File: config.mk
export PLATFORM = sky130hd
export DESIGN_NAME = pipe_stage_regs_flat
export DESIGN_NICKNAME = d
export VERILOG_FILES = /design/src/rtl/pipe_stage_regs_if.sv /design/src/rtl/pipe_stage_regs.sv /design/src/flat_wrapper.sv
export SDC_FILE = /design/constraint.sdc
export NUM_CORES = 1
export LEC_CHECK = 0
export CORE_AREA = 2 2 211 213
export CTS_CLUSTER_DIAMETER = 200
export DETAILED_ROUTE_END_ITERATION = 16
export DIE_AREA = 0 0 213 215
export PLACE_DENSITY = 0.51
export RECOVER_POWER = 100
export SLEW_MARGIN = 20
export SYNTH_ARGS = -nofsm -noshare
export SYNTH_HDL_FRONTEND = slang
export SYNTH_SLANG_ARGS = --single-unit
export TNS_END_PERCENT = 100
File: constraint.sdc
create_clock -name clk -period 2 [get_ports clk]
set_clock_uncertainty 0.2 [all_clocks]
set_input_delay 0.4 -clock clk [delete_from_list [all_inputs] [get_ports clk]]
set_output_delay 0.4 -clock clk [all_outputs]
set_load 0.005 [all_outputs]
File: src/rtl/pipe_stage_regs_if.sv
// Bus bundle for pipe_stage_regs: IF/ID, ID/EX and EX/MEM stage inputs and outputs.
//   master : pipeline datapath side; drives stage inputs and observes register outputs
//   slave  : the stage-register block; consumes stage inputs and drives register outputs
// Optional macro PIPE_STAGE_REGS_IDEX_FLUSH_EN adds idex_flush.
interface pipe_stage_regs_if #(
  parameter int unsigned DATA_W = 32,
  parameter int unsigned REG_W  = 5
);
  // IF/ID
  logic [DATA_W-1:0] if_instr;
  logic [DATA_W-1:0] if_pc4;
  logic              ifid_hold;
  logic              ifid_flush;
  logic [DATA_W-1:0] ifid_instr;
  logic [DATA_W-1:0] ifid_pc4;

  // ID/EX
  logic [8:0]        id_ctrl;
  logic [DATA_W-1:0] id_pc4;
  logic [DATA_W-1:0] id_rd1;
  logic [DATA_W-1:0] id_rd2;
  logic [15:0]       id_imm;
  logic [REG_W-1:0]  id_rs;
  logic [REG_W-1:0]  id_rt;
  logic [REG_W-1:0]  id_rd;
`ifdef PIPE_STAGE_REGS_IDEX_FLUSH_EN
  logic              idex_flush;
`endif
  logic              idex_regwrite;
  logic              idex_memtoreg;
  logic              idex_memread;
  logic              idex_memwrite;
  logic              idex_regdst;
  logic              idex_alusrc;
  logic [1:0]        idex_aluop;
  logic              idex_branch;
  logic [DATA_W-1:0] idex_pc4;
  logic [DATA_W-1:0] idex_rd1;
  logic [DATA_W-1:0] idex_rd2;
  logic [15:0]       idex_imm;
  logic [REG_W-1:0]  idex_rs;
  logic [REG_W-1:0]  idex_rt;
  logic [REG_W-1:0]  idex_rd;

  // EX/MEM
  logic              ex_regwrite;
  logic              ex_memtoreg;
  logic              ex_memread;
  logic              ex_memwrite;
  logic [DATA_W-1:0] ex_alu_result;
  logic [DATA_W-1:0] ex_store_data;
  logic [REG_W-1:0]  ex_dest;
  logic              exmem_regwrite;
  logic              exmem_memtoreg;
  logic              exmem_memread;
  logic              exmem_memwrite;
  logic [DATA_W-1:0] exmem_alu_result;
  logic [DATA_W-1:0] exmem_store_data;
  logic [REG_W-1:0]  exmem_dest;

  modport master (
    output if_instr, if_pc4, ifid_hold, ifid_flush,
    output id_ctrl, id_pc4, id_rd1, id_rd2, id_imm, id_rs, id_rt, id_rd,
`ifdef PIPE_STAGE_REGS_IDEX_FLUSH_EN
    output idex_flush,
`endif
    output ex_regwrite, ex_memtoreg, ex_memread, ex_memwrite,
    output ex_alu_result, ex_store_data, ex_dest,
    input  ifid_instr, ifid_pc4,
    input  idex_regwrite, idex_memtoreg, idex_memread, idex_memwrite,
    input  idex_regdst, idex_alusrc, idex_aluop, idex_branch,
    input  idex_pc4, idex_rd1, idex_rd2, idex_imm, idex_rs, idex_rt, idex_rd,
    input  exmem_regwrite, exmem_memtoreg, exmem_memread, exmem_memwrite,
    input  exmem_alu_result, exmem_store_data, exmem_dest
  );

  modport slave (
    input  if_instr, if_pc4, ifid_hold, ifid_flush,
    input  id_ctrl, id_pc4, id_rd1, id_rd2, id_imm, id_rs, id_rt, id_rd,
`ifdef PIPE_STAGE_REGS_IDEX_FLUSH_EN
    input  idex_flush,
`endif
    input  ex_regwrite, ex_memtoreg, ex_memread, ex_memwrite,
    input  ex_alu_result, ex_store_data, ex_dest,
    output ifid_instr, ifid_pc4,
    output idex_regwrite, idex_memtoreg, idex_memread, idex_memwrite,
    output idex_regdst, idex_alusrc, idex_aluop, idex_branch,
    output idex_pc4, idex_rd1, idex_rd2, idex_imm, idex_rs, idex_rt, idex_rd,
    output exmem_regwrite, exmem_memtoreg, exmem_memread, exmem_memwrite,
    output exmem_alu_result, exmem_store_data, exmem_dest
  );
endinterface

File: src/rtl/pipe_stage_regs.sv
// Pipeline stage registers IF/ID, ID/EX, EX/MEM; one clock of latency each.
// Ports:
//   clk   : rising-edge clock
//   reset : asynchronous active-low reset, clears every bank
//   bus   : pipe_stage_regs_if.slave carrying all stage inputs/outputs
// Optional macro PIPE_STAGE_REGS_IDEX_FLUSH_EN: idex_flush zeroes the ID/EX control bits.
module pipe_stage_regs #(
  parameter int unsigned DATA_W = 32,
  parameter int unsigned REG_W  = 5
) (
  input logic              clk,
  input logic              reset,
  pipe_stage_regs_if.slave bus
);
  localparam int unsigned IDEX_CTRL_W  = 9;
  localparam int unsigned EXMEM_CTRL_W = 4;

  logic [DATA_W-1:0]       ifid_instr_q, ifid_instr_d;
  logic [DATA_W-1:0]       ifid_pc4_q, ifid_pc4_d;

  logic [IDEX_CTRL_W-1:0]  idex_ctrl_q, idex_ctrl_d;
  logic [DATA_W-1:0]       idex_pc4_q, idex_pc4_d;
  logic [DATA_W-1:0]       idex_rd1_q, idex_rd1_d;
  logic [DATA_W-1:0]       idex_rd2_q, idex_rd2_d;
  logic [15:0]             idex_imm_q, idex_imm_d;
  logic [REG_W-1:0]        idex_rs_q, idex_rs_d;
  logic [REG_W-1:0]        idex_rt_q, idex_rt_d;
  logic [REG_W-1:0]        idex_rd_q, idex_rd_d;

  logic [EXMEM_CTRL_W-1:0] exmem_ctrl_q, exmem_ctrl_d;
  logic [DATA_W-1:0]       exmem_alu_q, exmem_alu_d;
  logic [DATA_W-1:0]       exmem_st_q, exmem_st_d;
  logic [REG_W-1:0]        exmem_dest_q, exmem_dest_d;

  // Next-state: IF/ID flush beats hold; ID/EX and EX/MEM load every edge.
  always_comb begin
    ifid_instr_d = ifid_instr_q;
    ifid_pc4_d   = ifid_pc4_q;
    if (bus.ifid_flush) begin
      ifid_instr_d = '0;
      ifid_pc4_d   = '0;
    end else if (!bus.ifid_hold) begin
      ifid_instr_d = bus.if_instr;
      ifid_pc4_d   = bus.if_pc4;
    end

`ifdef PIPE_STAGE_REGS_IDEX_FLUSH_EN
    idex_ctrl_d = bus.idex_flush ? '0 : bus.id_ctrl;
`else
    idex_ctrl_d = bus.id_ctrl;
`endif
    idex_pc4_d = bus.id_pc4;
    idex_rd1_d = bus.id_rd1;
    idex_rd2_d = bus.id_rd2;
    idex_imm_d = bus.id_imm;
    idex_rs_d  = bus.id_rs;
    idex_rt_d  = bus.id_rt;
    idex_rd_d  = bus.id_rd;

    exmem_ctrl_d = {bus.ex_regwrite, bus.ex_memtoreg, bus.ex_memread, bus.ex_memwrite};
    exmem_alu_d  = bus.ex_alu_result;
    exmem_st_d   = bus.ex_store_data;
    exmem_dest_d = bus.ex_dest;
  end

  // State registers; reset clears every bank without waiting for a clock.
  always_ff @(posedge clk or negedge reset) begin
    if (!reset) begin
      ifid_instr_q <= '0;
      ifid_pc4_q   <= '0;
      idex_ctrl_q  <= '0;
      idex_pc4_q   <= '0;
      idex_rd1_q   <= '0;
      idex_rd2_q   <= '0;
      idex_imm_q   <= '0;
      idex_rs_q    <= '0;
      idex_rt_q    <= '0;
      idex_rd_q    <= '0;
      exmem_ctrl_q <= '0;
      exmem_alu_q  <= '0;
      exmem_st_q   <= '0;
      exmem_dest_q <= '0;
    end else begin
      ifid_instr_q <= ifid_instr_d;
      ifid_pc4_q   <= ifid_pc4_d;
      idex_ctrl_q  <= idex_ctrl_d;
      idex_pc4_q   <= idex_pc4_d;
      idex_rd1_q   <= idex_rd1_d;
      idex_rd2_q   <= idex_rd2_d;
      idex_imm_q   <= idex_imm_d;
      idex_rs_q    <= idex_rs_d;
      idex_rt_q    <= idex_rt_d;
      idex_rd_q    <= idex_rd_d;
      exmem_ctrl_q <= exmem_ctrl_d;
      exmem_alu_q  <= exmem_alu_d;
      exmem_st_q   <= exmem_st_d;
      exmem_dest_q <= exmem_dest_d;
    end
  end

  // Outputs straight from flops; control bit order {RegWrite..AluOp[1:0],Branch}.
  assign bus.ifid_instr       = ifid_instr_q;
  assign bus.ifid_pc4         = ifid_pc4_q;
  assign bus.idex_regwrite    = idex_ctrl_q[8];
  assign bus.idex_memtoreg    = idex_ctrl_q[7];
  assign bus.idex_memread     = idex_ctrl_q[6];
  assign bus.idex_memwrite    = idex_ctrl_q[5];
  assign bus.idex_regdst      = idex_ctrl_q[4];
  assign bus.idex_alusrc      = idex_ctrl_q[3];
  assign bus.idex_aluop       = idex_ctrl_q[2:1];
  assign bus.idex_branch      = idex_ctrl_q[0];
  assign bus.idex_pc4         = idex_pc4_q;
  assign bus.idex_rd1         = idex_rd1_q;
  assign bus.idex_rd2         = idex_rd2_q;
  assign bus.idex_imm         = idex_imm_q;
  assign bus.idex_rs          = idex_rs_q;
  assign bus.idex_rt          = idex_rt_q;
  assign bus.idex_rd          = idex_rd_q;
  assign bus.exmem_regwrite   = exmem_ctrl_q[3];
  assign bus.exmem_memtoreg   = exmem_ctrl_q[2];
  assign bus.exmem_memread    = exmem_ctrl_q[1];
  assign bus.exmem_memwrite   = exmem_ctrl_q[0];
  assign bus.exmem_alu_result = exmem_alu_q;
  assign bus.exmem_store_data = exmem_st_q;
  assign bus.exmem_dest       = exmem_dest_q;
endmodule

File: src/flat_wrapper.sv
// flat-port wrapper written by rule: the top's interface ports become plain ports
module pipe_stage_regs_flat 
#(
  parameter int unsigned DATA_W = 32,
  parameter int unsigned REG_W  = 5
)
  (clk, reset, bus_if_instr, bus_if_pc4, bus_ifid_hold, bus_ifid_flush, bus_id_ctrl, bus_id_pc4, bus_id_rd1, bus_id_rd2, bus_id_imm, bus_id_rs, bus_id_rt, bus_id_rd, bus_ex_regwrite, bus_ex_memtoreg, bus_ex_memread, bus_ex_memwrite, bus_ex_alu_result, bus_ex_store_data, bus_ex_dest, bus_ifid_instr, bus_ifid_pc4, bus_idex_regwrite, bus_idex_memtoreg, bus_idex_memread, bus_idex_memwrite, bus_idex_regdst, bus_idex_alusrc, bus_idex_aluop, bus_idex_branch, bus_idex_pc4, bus_idex_rd1, bus_idex_rd2, bus_idex_imm, bus_idex_rs, bus_idex_rt, bus_idex_rd, bus_exmem_regwrite, bus_exmem_memtoreg, bus_exmem_memread, bus_exmem_memwrite, bus_exmem_alu_result, bus_exmem_store_data, bus_exmem_dest);
  pipe_stage_regs_if #(.DATA_W(DATA_W), .REG_W(REG_W)) bus_i ();
  input logic clk;
  input logic reset;
  input wire logic [$bits(bus_i.if_instr)-1:0] bus_if_instr;
  input wire logic [$bits(bus_i.if_pc4)-1:0] bus_if_pc4;
  input wire logic [$bits(bus_i.ifid_hold)-1:0] bus_ifid_hold;
  input wire logic [$bits(bus_i.ifid_flush)-1:0] bus_ifid_flush;
  input wire logic [$bits(bus_i.id_ctrl)-1:0] bus_id_ctrl;
  input wire logic [$bits(bus_i.id_pc4)-1:0] bus_id_pc4;
  input wire logic [$bits(bus_i.id_rd1)-1:0] bus_id_rd1;
  input wire logic [$bits(bus_i.id_rd2)-1:0] bus_id_rd2;
  input wire logic [$bits(bus_i.id_imm)-1:0] bus_id_imm;
  input wire logic [$bits(bus_i.id_rs)-1:0] bus_id_rs;
  input wire logic [$bits(bus_i.id_rt)-1:0] bus_id_rt;
  input wire logic [$bits(bus_i.id_rd)-1:0] bus_id_rd;
  input wire logic [$bits(bus_i.ex_regwrite)-1:0] bus_ex_regwrite;
  input wire logic [$bits(bus_i.ex_memtoreg)-1:0] bus_ex_memtoreg;
  input wire logic [$bits(bus_i.ex_memread)-1:0] bus_ex_memread;
  input wire logic [$bits(bus_i.ex_memwrite)-1:0] bus_ex_memwrite;
  input wire logic [$bits(bus_i.ex_alu_result)-1:0] bus_ex_alu_result;
  input wire logic [$bits(bus_i.ex_store_data)-1:0] bus_ex_store_data;
  input wire logic [$bits(bus_i.ex_dest)-1:0] bus_ex_dest;
  output wire logic [$bits(bus_i.ifid_instr)-1:0] bus_ifid_instr;
  output wire logic [$bits(bus_i.ifid_pc4)-1:0] bus_ifid_pc4;
  output wire logic [$bits(bus_i.idex_regwrite)-1:0] bus_idex_regwrite;
  output wire logic [$bits(bus_i.idex_memtoreg)-1:0] bus_idex_memtoreg;
  output wire logic [$bits(bus_i.idex_memread)-1:0] bus_idex_memread;
  output wire logic [$bits(bus_i.idex_memwrite)-1:0] bus_idex_memwrite;
  output wire logic [$bits(bus_i.idex_regdst)-1:0] bus_idex_regdst;
  output wire logic [$bits(bus_i.idex_alusrc)-1:0] bus_idex_alusrc;
  output wire logic [$bits(bus_i.idex_aluop)-1:0] bus_idex_aluop;
  output wire logic [$bits(bus_i.idex_branch)-1:0] bus_idex_branch;
  output wire logic [$bits(bus_i.idex_pc4)-1:0] bus_idex_pc4;
  output wire logic [$bits(bus_i.idex_rd1)-1:0] bus_idex_rd1;
  output wire logic [$bits(bus_i.idex_rd2)-1:0] bus_idex_rd2;
  output wire logic [$bits(bus_i.idex_imm)-1:0] bus_idex_imm;
  output wire logic [$bits(bus_i.idex_rs)-1:0] bus_idex_rs;
  output wire logic [$bits(bus_i.idex_rt)-1:0] bus_idex_rt;
  output wire logic [$bits(bus_i.idex_rd)-1:0] bus_idex_rd;
  output wire logic [$bits(bus_i.exmem_regwrite)-1:0] bus_exmem_regwrite;
  output wire logic [$bits(bus_i.exmem_memtoreg)-1:0] bus_exmem_memtoreg;
  output wire logic [$bits(bus_i.exmem_memread)-1:0] bus_exmem_memread;
  output wire logic [$bits(bus_i.exmem_memwrite)-1:0] bus_exmem_memwrite;
  output wire logic [$bits(bus_i.exmem_alu_result)-1:0] bus_exmem_alu_result;
  output wire logic [$bits(bus_i.exmem_store_data)-1:0] bus_exmem_store_data;
  output wire logic [$bits(bus_i.exmem_dest)-1:0] bus_exmem_dest;
  assign bus_i.if_instr = bus_if_instr;
  assign bus_i.if_pc4 = bus_if_pc4;
  assign bus_i.ifid_hold = bus_ifid_hold;
  assign bus_i.ifid_flush = bus_ifid_flush;
  assign bus_i.id_ctrl = bus_id_ctrl;
  assign bus_i.id_pc4 = bus_id_pc4;
  assign bus_i.id_rd1 = bus_id_rd1;
  assign bus_i.id_rd2 = bus_id_rd2;
  assign bus_i.id_imm = bus_id_imm;
  assign bus_i.id_rs = bus_id_rs;
  assign bus_i.id_rt = bus_id_rt;
  assign bus_i.id_rd = bus_id_rd;
  assign bus_i.ex_regwrite = bus_ex_regwrite;
  assign bus_i.ex_memtoreg = bus_ex_memtoreg;
  assign bus_i.ex_memread = bus_ex_memread;
  assign bus_i.ex_memwrite = bus_ex_memwrite;
  assign bus_i.ex_alu_result = bus_ex_alu_result;
  assign bus_i.ex_store_data = bus_ex_store_data;
  assign bus_i.ex_dest = bus_ex_dest;
  assign bus_ifid_instr = bus_i.ifid_instr;
  assign bus_ifid_pc4 = bus_i.ifid_pc4;
  assign bus_idex_regwrite = bus_i.idex_regwrite;
  assign bus_idex_memtoreg = bus_i.idex_memtoreg;
  assign bus_idex_memread = bus_i.idex_memread;
  assign bus_idex_memwrite = bus_i.idex_memwrite;
  assign bus_idex_regdst = bus_i.idex_regdst;
  assign bus_idex_alusrc = bus_i.idex_alusrc;
  assign bus_idex_aluop = bus_i.idex_aluop;
  assign bus_idex_branch = bus_i.idex_branch;
  assign bus_idex_pc4 = bus_i.idex_pc4;
  assign bus_idex_rd1 = bus_i.idex_rd1;
  assign bus_idex_rd2 = bus_i.idex_rd2;
  assign bus_idex_imm = bus_i.idex_imm;
  assign bus_idex_rs = bus_i.idex_rs;
  assign bus_idex_rt = bus_i.idex_rt;
  assign bus_idex_rd = bus_i.idex_rd;
  assign bus_exmem_regwrite = bus_i.exmem_regwrite;
  assign bus_exmem_memtoreg = bus_i.exmem_memtoreg;
  assign bus_exmem_memread = bus_i.exmem_memread;
  assign bus_exmem_memwrite = bus_i.exmem_memwrite;
  assign bus_exmem_alu_result = bus_i.exmem_alu_result;
  assign bus_exmem_store_data = bus_i.exmem_store_data;
  assign bus_exmem_dest = bus_i.exmem_dest;
  pipe_stage_regs #(.DATA_W(DATA_W), .REG_W(REG_W)) u_core (.clk(clk), .reset(reset), .bus(bus_i));
endmodule
After elaboration in Yosys (flattened, before gate mapping)
Cells that the tools add are included.
Operators by class
  eq/ne operators: 1
  mux-type cells: 4
Operator list (number)
  32-bit two-way mux: 4
  2-bit by 1-bit != test with 1-bit output (second input constant): 1
Storage, ports and cells
  flip-flop bits (word level): 273
  input bits: 277
  output and inout bits: 273
  logic and storage cells: 19

Depth between registers and ports, before layout
  depth after elaboration: 2
  gate-level depth with buffers: 4
  gate-level depth less buffers: 2

Worst setup path after synthesis
Ideal clock, no wire load.
  kind: input to register
  from: input port bus_ifid_hold
  to: register u_core.ifid_instr_q[10], in the netlist u_core.bus.ifid_instr[10]
  setup time: 132 ps
  data arrival time: 928 ps
  data required time: 1668 ps
  setup slack: 740 ps
  stages on the path: 4
  path buffers: 2
  cells stage by stage: buf_6 buf_8 mux2i_1 nor2_1
Between the ends
  cells in the longest elaborated chain, start to end: 1
Ends and longest elaborated chain
  start, declared: line flat_wrapper.sv:13  | input wire logic [$bits(bus_i.ifid_hold)-1:0] bus_ifid_hold;
  2-bit by 1-bit != test with 1-bit output (no line)
  end signal, assigned: line pipe_stage_regs.sv:84  | ifid_instr_q <= ifid_instr_d;
  end, declared: line pipe_stage_regs.sv:18  | logic [DATA_W-1:0] ifid_instr_q, ifid_instr_d;
No other way between the ends.
A chain may end at the register's enable or synchronous reset.

Worst setup path in the final report
  from: register u_core.idex_rd2_q[21], in the netlist u_core.bus.idex_rd2[21]
  to: output port bus_idex_rd2[21]
RTL lines
  start, declared: line pipe_stage_regs.sv:24  | logic [DATA_W-1:0] idex_rd2_q, idex_rd2_d;
  start signal, assigned: line pipe_stage_regs.sv:89  | idex_rd2_q <= idex_rd2_d;
  end, declared: line flat_wrapper.sv:42  | output wire logic [$bits(bus_i.idex_rd2)-1:0] bus_idex_rd2;
No word-level cell between the ends.

==> results.toml <==
[worst_setup_path]
reg2reg_setup_slack_ps = 1090
worstPathArrival_ps = 1360
reg2regPathDepth = 2
max_stage_delay_ps = 520
critPathSlowestCell = "sky130_fd_sc_hd__clkdlybuf4s50_1"
crit_path_max_fanout = 1
r2r-start = "u_core.bus.ifid_instr[0]"
end_kind = "primary output"
critPathKind = "register to primary output"
crit_path_cell_trace = "clkdlybuf4s50_1"
worstSetupStartpointType = "register"
timing.rr.end = "u_core.bus.ifid_instr[0]"
worst_path_dominant_cell_family = "buffers and inverters"
critical_path.n_buffers_inverters = 1
req_time_crit_path_ps = 1400

[synth]
syn-instance-count = 415
postSynthRegisterBits = 273
yosys_warnings = 0
library_cells_used_by_synthesis = 7
postSynthNetCount = 692
synthXorXnorAreaFrac_pct = 0
average_cell_area_after_synthesis_sq_um = 18.9
synth_compound_gate_area_share_pct = 0
seq_area_frac_synth_pct = 87.1
muxShareOfSynthArea_pct = 8.17
synth_adder_area_share_pct = 0
synth_top_family_by_area = "multiplexers"
synth-simple-area-share_pct = 3.06
summed_instance_area_of_the_synthesized_netlist_sq_um = 7840

[clock_tree]
cts_setup_buffers = 0
cts_inserted_buffers = 34
clkTransAtPathRegs_ps = 60
clock-root-buffer = "sky130_fd_sc_hd__clkbuf_16"
worst_skew_pair.late_latency_ps = 520
tritoncts_num_sinks = 273
clock_path_buffers = 3
tritoncts = "done"
htree_levels = 2

[pwr]
cellInternalPower_mw = 10.9
power_frac_seq_pct = 42.5
swShare_pct = 21.5
leak_pwr_nw = 7.01
power.switching_mw = 2.99
ir_worst_vdd_mv = 0.738
power.share.clock_pct = 48.2
power_density_nw_per_um2 = 921
power.combinational.fraction_pct = 9.3

[global_routing]
antenna_violations_before_repair = 9
gr-total-overflow = 0
grtUsageTotal_pct = 12.1
first_global_vias = 6365
first_pass_grt_wire_length_mm = 41.0
grt_start_max_net_pins = 65

[floorplan]
die_h_um = 215
fp-row-count = 77
full_die_area_sq_um = 45800
io_pins = 550
die_width_um = 213
floorplan.initialDensity_pct = 18.0
coreArea_sq_um = 43600

[detailed_routing]
route.vias.total = 5600
final_antenna_net_count = 0
initialDrtViolationCount = 204
viasPerCell = 3.45
route.detailed.drc = 0
avgRoutedWirePerCell_um = 17.2
drt_first_pass_iters = 4
route.final.wire_length_mm = 27.8

[sta]
setup_viol = 0
worst_pin_slew_ps = 1060
layout_worst_path_cycle_share_pct = 98.2
max_freq_mhz = 509
final_hold_viol_count = 0
rsz0062_at_grt = "false"
timing.max_slew.rel_slack_pct = 29.3
timing.final.max_slew_violations = 0
fin_setup_tns_ps = 0
post-route-min-period_ps = 1960

[status]
status = "finished clean"

[finish]
areaGrowthSynthToFinish_pct = 92.4
layout.filler_cells = 4321
final_area_sq_um = 15100
utilization_pct = 34.6
ratio_of_cells_with_drive_above_1_in_the_final_layout_pct = 6.81
final_net_count = 1280

[hold_path]
hold_end = "u_core.bus.ifid_pc4[6]"
hold_crit_depth = 3
min_from = "bus_ifid_flush"
min_path_type = "input pin to register"

[placed_design]
gp_congestion = 0.797
hpwlAfterDp_mm = 21.6
io_buffer_count = 549
placement.cell_area_sq_um = 14100

[flow_run]
max_cap_violations = 0
-- worst max-delay path by stage --
stage	endpoint	from	depth (start not counted)	slack (ps)
after floorplan	u_core.bus.ifid_instr[10]	bus_ifid_hold	4	740
after global placement	u_core.bus.ifid_instr[14]	bus_ifid_hold	4	460
after detailed placement	u_core.bus.ifid_pc4[14]	bus_ifid_hold	4	430
after CTS	bus_idex_rd2[6]	u_core.bus.idex_rd2[6]	1	0.6
after global routing	u_core.bus.idex_rd1[14]	reset	3	0.7
final	bus_idex_rd2[21]	u_core.bus.idex_rd2[21]	1	40
-- state kept, by name (all words and copies together) (netlist names) --
signal / cells
u_core.bus.exmem_alu_result: 32
u_core.bus.exmem_store_data: 32
u_core.bus.idex_pc4: 32
u_core.bus.idex_rd1: 32
u_core.bus.idex_rd2: 32
u_core.bus.ifid_instr: 32
u_core.bus.ifid_pc4: 32
u_core.bus.idex_imm: 16
u_core.idex_ctrl_q: 9
u_core.bus.exmem_dest: 5
u_core.bus.idex_rd: 5
u_core.bus.idex_rs: 5
u_core.bus.idex_rt: 5
u_core.exmem_ctrl_q: 4
-- Yosys cell counts --
| cell type | n | area (sq um) |
|---|---|---|
| sky130_fd_sc_hd__nor2_1 | 64 | 240 |
| sky130_fd_sc_hd__buf_8 | 6 | 90.1 |
| sky130_fd_sc_hd__dfrtp_1 | 273 | 6830 |
| sky130_fd_sc_hd__mux2i_1 | 64 | 641 |
| sky130_fd_sc_hd__clkbuf_2 | 1 | 5.00 |
| sky130_fd_sc_hd__buf_6 | 1 | 11.3 |
| sky130_fd_sc_hd__buf_1 | 6 | 22.5 |
-- placed cells by master (no fill, tap or decap) --
master	n
sky130_fd_sc_hd__dlygate4sd2_1	173
sky130_fd_sc_hd__buf_12	1
sky130_fd_sc_hd__buf_6	2
sky130_fd_sc_hd__clkbuf_8	8
sky130_fd_sc_hd__clkdlybuf4s25_1	68
sky130_fd_sc_hd__clkdlybuf4s50_1	96
sky130_fd_sc_hd__inv_16	1
sky130_fd_sc_hd__clkbuf_16	35
sky130_fd_sc_hd__mux2i_1	64
sky130_fd_sc_hd__clkinv_4	1
sky130_fd_sc_hd__clkinv_2	4
sky130_fd_sc_hd__clkinvlp_4	1
sky130_fd_sc_hd__clkbuf_4	1
sky130_fd_sc_hd__dfrtp_1	273
sky130_fd_sc_hd__buf_2	1
sky130_fd_sc_hd__dlygate4sd3_1	210
sky130_fd_sc_hd__bufinv_16	6
sky130_fd_sc_hd__clkbuf_2	7
sky130_fd_sc_hd__buf_4	1
sky130_fd_sc_hd__diode_2	2
sky130_fd_sc_hd__nor2_1	64
sky130_fd_sc_hd__clkbuf_1	10
sky130_fd_sc_hd__inv_6	1
-- layout make-up --
class | count | area, sq um | area share, %
clock buffer | 47 | 1000 | 6.64
antenna | 2 | 5.00 | 0.0332
tap | 592 | 741 | 4.91
sequential | 273 | 6830 | 45.3
multi-input combinational | 128 | 881 | 5.84
timing repair buffer | 566 | 5380 | 35.7
clock inverter | 14 | 245 | 1.63
-- cell families after synthesis --
kind of cell           after synthesis
AND/OR/NAND/NOR                     64
multiplexers                        64
flip-flops                         273
buffers and inverters               14
-- per-layer routing --
metal / part of all wire (%) / vias up / track usage [%]
li1: - / 2518 / -
met1: 35 / 2706 / 13.0
met2: 51 / 301 / 21.1
met3: 10 / 65 / 5.20
met4: 2.9 / 10 / 4.31
met5: 0.27 / - / 0
-- per-stage QoR --
step | total power, mW | std cells | hold slack [ps] | setup slack [ps]
6_report | 13.9 | 1622 | 169 | 35.8
5_1_grt | 14.5 | 1621 | 154 | 0.715
4_1_cts | 14.3 | 1620 | 67.3 | 0.614
3_5_place_dp | 7.59 | 1558 | 173 | 433
3_3_place_gp | 7.58 | 1558 | 171 | 464
2_1_floorplan | 6.21 | 415 | -95.6 | 740
-- power groups by stage --
stage | combinational [mW] | clock (mW) | sequential, mW
2_1_floorplan | 0.171 | 0 | 6.04
3_3_place_gp | 1.58 | 0 | 6.00
3_5_place_dp | 1.58 | 0 | 6.01
4_1_cts | 1.46 | 6.90 | 5.91
5_1_grt | 1.40 | 7.19 | 5.93
6_report | 1.29 | 6.69 | 5.90
-- timing repair --
item                       in CTS  in global routing
hold endpoints to repair       69                  0
hold buffers                    1                  0
setup endpoints to repair     173                 68
pin swaps                       0                  0
gates resized for setup       173                 68
(Power assumes the default switching activity.)
